### src/rtl/ifu_fetch.sv
`default_nettype none
// ============================================================================
// Module      : ifu_fetch
// Description : Blocking instruction fetch unit with a single request in
//               flight, a one-entry decode buffer and branch-unit redirects.
//               Optional macro IFU_MISALIGN_CHECK_EN adds inst_misalign and
//               turns misaligned redirect targets into a flagged nop.
// Revision    : 1.0 - initial release
// ============================================================================
module ifu_fetch #(
    parameter logic [31:0] RESET_PC = 32'h8000_0000,
    parameter int          XLEN     = 32
) (
    input  logic            clk,
    input  logic            rst_n,
    input  logic            redirect_valid,
    input  logic [XLEN-1:0] redirect_target,
    output logic            req_valid,
    input  logic            req_ready,
    output logic [XLEN-1:0] req_addr,
    input  logic            rsp_valid,
    input  logic [XLEN-1:0] rsp_data,
    output logic            inst_valid,
    input  logic            inst_ready,
    output logic [XLEN-1:0] inst,
    output logic [XLEN-1:0] inst_pc
`ifdef IFU_MISALIGN_CHECK_EN
    ,
    output logic            inst_misalign
`endif
);

    localparam logic [1:0] S_REQ  = 2'd0;
    localparam logic [1:0] S_WAIT = 2'd1;
    localparam logic [1:0] S_OUT  = 2'd2;

    localparam logic [XLEN-1:0] c_nop     = 32'h0000_0013;
    localparam logic [XLEN-1:0] c_pc_step = 32'd4;

    logic [1:0]      r_state;
    logic [XLEN-1:0] r_pc;
    logic            r_drop;
    logic [XLEN-1:0] r_inst_q;
    logic [XLEN-1:0] r_inst_pc_q;

    logic [1:0]      w_state_nxt;
    logic [XLEN-1:0] w_pc_nxt;
    logic            w_drop_nxt;
    logic            w_load_rsp;
    logic            w_load_nop;
    logic            w_req_fire;
    logic            w_inst_fire;

    // Misalignment qualifiers collapse to constant zero when the check is off.
    logic            w_tgt_mis;
    logic            w_pc_mis;
    logic            w_halted;
    logic            w_out_mis;

`ifdef IFU_MISALIGN_CHECK_EN
    logic            r_misalign;
    logic            r_halt;

    assign w_tgt_mis     = |redirect_target[1:0];
    assign w_pc_mis      = |r_pc[1:0];
    assign w_halted      = r_halt;
    assign w_out_mis     = r_misalign;
    assign inst_misalign = r_misalign;
`else
    assign w_tgt_mis     = 1'b0;
    assign w_pc_mis      = 1'b0;
    assign w_halted      = 1'b0;
    assign w_out_mis     = 1'b0;
`endif

    assign req_valid   = (r_state == S_REQ) & ~redirect_valid & rst_n & ~w_pc_mis;
    assign req_addr    = r_pc;
    assign inst_valid  = (r_state == S_OUT) & ~redirect_valid & rst_n;
    assign inst        = r_inst_q;
    assign inst_pc     = r_inst_pc_q;
    assign w_req_fire  = req_valid & req_ready;
    assign w_inst_fire = inst_valid & inst_ready;

    always_comb begin
        w_state_nxt = r_state;
        w_pc_nxt    = r_pc;
        w_drop_nxt  = r_drop;
        w_load_rsp  = 1'b0;
        w_load_nop  = 1'b0;
        if (redirect_valid) begin
            w_pc_nxt = redirect_target;
            case (r_state)
                S_WAIT: begin
                    // The outstanding response must still be absorbed.
                    if (rsp_valid) begin
                        w_drop_nxt  = 1'b0;
                        w_state_nxt = S_REQ;
                    end else begin
                        w_drop_nxt  = 1'b1;
                    end
                end
                default: begin
                    if (w_tgt_mis) begin
                        w_state_nxt = S_OUT;
                        w_load_nop  = 1'b1;
                    end else begin
                        w_state_nxt = S_REQ;
                    end
                end
            endcase
        end else begin
            case (r_state)
                S_REQ: begin
                    if (w_pc_mis) begin
                        if (!w_halted) begin
                            w_state_nxt = S_OUT;
                            w_load_nop  = 1'b1;
                        end
                    end else if (w_req_fire) begin
                        w_state_nxt = S_WAIT;
                    end
                end
                S_WAIT: begin
                    if (rsp_valid) begin
                        if (r_drop) begin
                            w_drop_nxt  = 1'b0;
                            w_state_nxt = S_REQ;
                        end else begin
                            w_load_rsp  = 1'b1;
                            w_state_nxt = S_OUT;
                        end
                    end
                end
                S_OUT: begin
                    if (w_inst_fire) begin
                        w_state_nxt = S_REQ;
                        if (!w_out_mis) begin
                            w_pc_nxt = r_pc + c_pc_step;
                        end
                    end
                end
                default: begin
                    w_state_nxt = S_REQ;
                end
            endcase
        end
    end

    always_ff @(posedge clk) begin
        if (!rst_n) begin
            r_state     <= S_REQ;
            r_pc        <= RESET_PC;
            r_drop      <= 1'b0;
            r_inst_q    <= '0;
            r_inst_pc_q <= '0;
        end else begin
            r_state <= w_state_nxt;
            r_pc    <= w_pc_nxt;
            r_drop  <= w_drop_nxt;
            if (w_load_rsp) begin
                r_inst_q    <= rsp_data;
                r_inst_pc_q <= r_pc;
            end else if (w_load_nop) begin
                r_inst_q    <= c_nop;
                r_inst_pc_q <= w_pc_nxt;
            end
        end
    end

`ifdef IFU_MISALIGN_CHECK_EN
    // Once a misaligned nop is consumed the unit parks until redirected.
    always_ff @(posedge clk) begin
        if (!rst_n) begin
            r_misalign <= 1'b0;
            r_halt     <= 1'b0;
        end else begin
            if (w_load_rsp) begin
                r_misalign <= 1'b0;
            end else if (w_load_nop) begin
                r_misalign <= 1'b1;
            end
            if (redirect_valid) begin
                r_halt <= 1'b0;
            end else if (w_inst_fire && r_misalign) begin
                r_halt <= 1'b1;
            end
        end
    end
`endif

`ifndef SYNTHESIS
    always_ff @(posedge clk) begin
        if (rst_n && rsp_valid) begin
            assert (r_state == S_WAIT)
            else $error("ifu_fetch: response arrived outside S_WAIT");
        end
    end
`endif

endmodule
`default_nettype wire

### config.mk
export PLATFORM = sky130hd
export DESIGN_NAME = ifu_fetch
export DESIGN_NICKNAME = d
export VERILOG_FILES = /design/src/rtl/ifu_fetch.sv
export SDC_FILE = /design/constraint.sdc
export NUM_CORES = 1
export LEC_CHECK = 0
export BUFFER_PORTS_ARGS = -buffer_cell sky130_fd_sc_hd__buf_2
export CAP_MARGIN = 20
export CORE_MARGIN = 5
export CORE_UTILIZATION = 35
export DETAILED_ROUTE_END_ITERATION = 10
export PLACE_DENSITY = 0.58
export SLEW_MARGIN = 5
export SYNTH_ARGS = -nofsm -noshare
export SYNTH_HDL_FRONTEND = slang
export SYNTH_SLANG_ARGS = --single-unit
### constraint.sdc
create_clock -name clk -period 1.9 [get_ports clk]
set_input_delay 0.19 -clock clk [delete_from_list [all_inputs] [get_ports clk]]
set_output_delay 0.19 -clock clk [all_outputs]
set_load 0.03 [all_outputs]
==> run metrics <==
outcome finished, final reports clean; R2R cell count 7; leading area contributor after synthesis dfxtp_1; share of cells above drive strength 1 31.7%; WS Path Type reg2reg; via count 4069; flop2flop setup slack 160 ps; vias per std cell 4.95; CP max stage cell dfxtp_2; Die Y 118 um; count of pins over their slew limit 0; CP required 2160 ps; hold-fix buffers at CTS 0; die width 118 um; Worst setup EP type register; max capacitance violation total 0; Peak VDD IR 0.457 mV; Avg WL per Cell 15.0 um; Post-synth EDFFs 0; first-pass GRT wire length 20000 um; Hold WC Path Type in2reg; largest net degree at the start of global routing 81; area share of the largest cell type after synthesis 48.2%; commonest non-fill, non-tap cells in the layout 167 x buf_2, 140 x nand2_1, 97 x dfxtp_1; worst skew pair latency 340 ps; DRT iter0 DRCs 167; Critical Path Start req_addr[2]; Worst EP arrival 2010 ps; Post-Synthesis Cells 510; die area 0.0140 mm2; area of the multi-input gates 0.00198 mm2; Seq pwr share 48.0%; DPL Wire Length 8920 um; unrepaired setup endpoints after global routing false; relative slew slack 42.1%; grt ovf 0; measured slew at the worst slew-check pin 868 ps; Mapped Area 0.00411 mm2; setup_tns 0 ps; FILL cells 1153; Port Buf Inserts 167; type of origin of the critical path register; CTS tree built; total track usage 17.3%; Hold WS 78.0 ps; power density cells 843 mW/mm2; PostCTS Resize Cnt 0; max incr delay on CP 400 ps; Core Rows 39; Comb pwr share 10.6%; CTS H-tree lvls 3; Distinct cells, synth 41; synth top area cells dfxtp_1 48%, nand2_1 13%, a21oi_1 11%; leakage 2.36 nW; Final Hold Viols 0; crit path capture req_addr[18]; Ports 168; P_int 3.47 mW; Seq/Total Area, Yosys 48.2%; routability cong. 0.859; # diodes 0; dpl ws 166 ps; Synth Net Count 581; switch share 24.6%; Nets 746; Syn Area/Cell 8.07 um2; CORE AREA 0.0115 mm2; clock sink count 99; Clock power frac 41.5%; Num CTS Buffers 9; FMAX 574 MHz; Min Clock Period, post-route 1740 ps; Final period util 91.6%; vias in the first global route 4026; Ys Warns 0; clock slew seen by the registers of the worst setup and hold paths 70 ps; clk_skew 7.09 ps; Post-synth ARST share 0%; initial antenna violation count 2; WL final 12300 um; postcts setup bufs 0; register area 0.00198 mm2; commonest non-fill, non-tap cell in the layout buf_2; final setup margin 159 ps; Final setup viols 0; Worst R2R End req_addr[18]; Starting Density 35.9%; Residual DRC 0; Syn-to-layout area delta 33.0%; Max Root-Sink Buffers 2; TritonRoute pass-1 iters 4; Net Switching 1.14 mW; Main synth FF type dfxtp_1; r2r startpoint req_addr[2]; crit path max fanout 9; crit-path cells ha_1, nand4_1, nor4_4, buf_4, nand4_2, xor2_1, a211oi_2; Yosys reg bits 99; root buffer cell clkbuf_16; Antenna Nets Post-Route 0
[worst min-delay path by stage]
stage	start	endpoint	slack [ps]	cells after the start
after global routing	rsp_data[18]	inst[18]	70	3
after floorplan	rsp_data[0]	inst[0]	330	2
final	rsp_data[24]	inst[24]	80	3
after detailed placement	redirect_target[2]	req_addr[2]	430	3
after CTS	rsp_data[16]	inst[16]	60	3
after global placement	redirect_target[5]	req_addr[5]	430	3
[logic make-up after synthesis]
| family | Yosys count | synth area share [%] |
|---|---|---|
| buffers and inverters | 38 | 3.65 |
| adders and majority gates | 1 | 0.304 |
| xor gates and xnor gates | 25 | 5.32 |
| DFF | 99 | 48.2 |
| and+or+nand+nor | 226 | 26.4 |
| AOI/OAI and AO/OA | 114 | 14.4 |
| muxes | 7 | 1.70 |
[worst max-delay path: cells and delay by family (launching register included)]
kind            cells  cell delay [ps]
flops               1              400
simple gates        3              460
xor+xnor            1              160
buf+inv             1              210
fa+ha+maj           1              230
compound gates      1              200
[per-stage QoR]
stage	cells	total power [mW]	cell area (um2)	utilization (%)
4_1_cts	822	4.68	5470	47.7
3_5_place_dp	807	2.75	5160	45.0
2_1_floorplan	510	2.54	4120	-
3_3_place_gp	807	2.74	5160	45.0
5_1_grt	822	4.81	5470	47.7
6_report	822	4.61	5470	47.7
[state kept, by name, indices dropped and copies added, names as in the netlist]
name,flops
req_addr,32
inst,32
inst_pc,32
r_state,2
r_drop,1
[cells in the mapped netlist (all sizes together), types with 2 or more instances]
library cell    n
and3            6
a21oi          89
clkbuf         27
o211ai          2
xnor2           9
buf             7
o21ai          16
xor2           16
nand3b          2
inv             3
nor2           19
mux2i           7
nand4          18
nand2         141
a22oi           2
and4            2
nor4            4
nor3b           2
a31oi           2
nand3          15
nor3            9
o22ai           2
dfxtp          99
nor2b           2
[final cells by class]
cell class | count | share of cell area [%]
sequential | 99 | 36.3
multi-input combinational | 373 | 36.3
timing repair buffer | 188 | 18.2
clock buffer | 14 | 5.19
tap | 143 | 3.27
clock inverter | 1 | 0.549
inverter | 4 | 0.274
[power groups by stage]
stage          sequential, mW  combinational (mW)  clock (mW)
2_1_floorplan            2.36               0.177           0
3_3_place_gp             2.25               0.487           0
3_5_place_dp             2.26               0.490           0
4_1_cts                  2.21               0.492        1.97
5_1_grt                  2.22               0.532        2.05
6_report                 2.21               0.486        1.91
[layer usage]
layer | global-route usage [%] | share of wire (%) | vias to the layer above | wire length, um
met1 | 21.0 | 44 | 1856 | 5400
met4 | 6.52 | 2.1 | 4 | 261
li1 | - | - | 2069 | -
met5 | 0 | 0.17 | - | 21
met3 | 6.40 | 8.1 | 19 | 1000
met2 | 28.1 | 46 | 121 | 5640
Power figures use the tool's default switching activity.
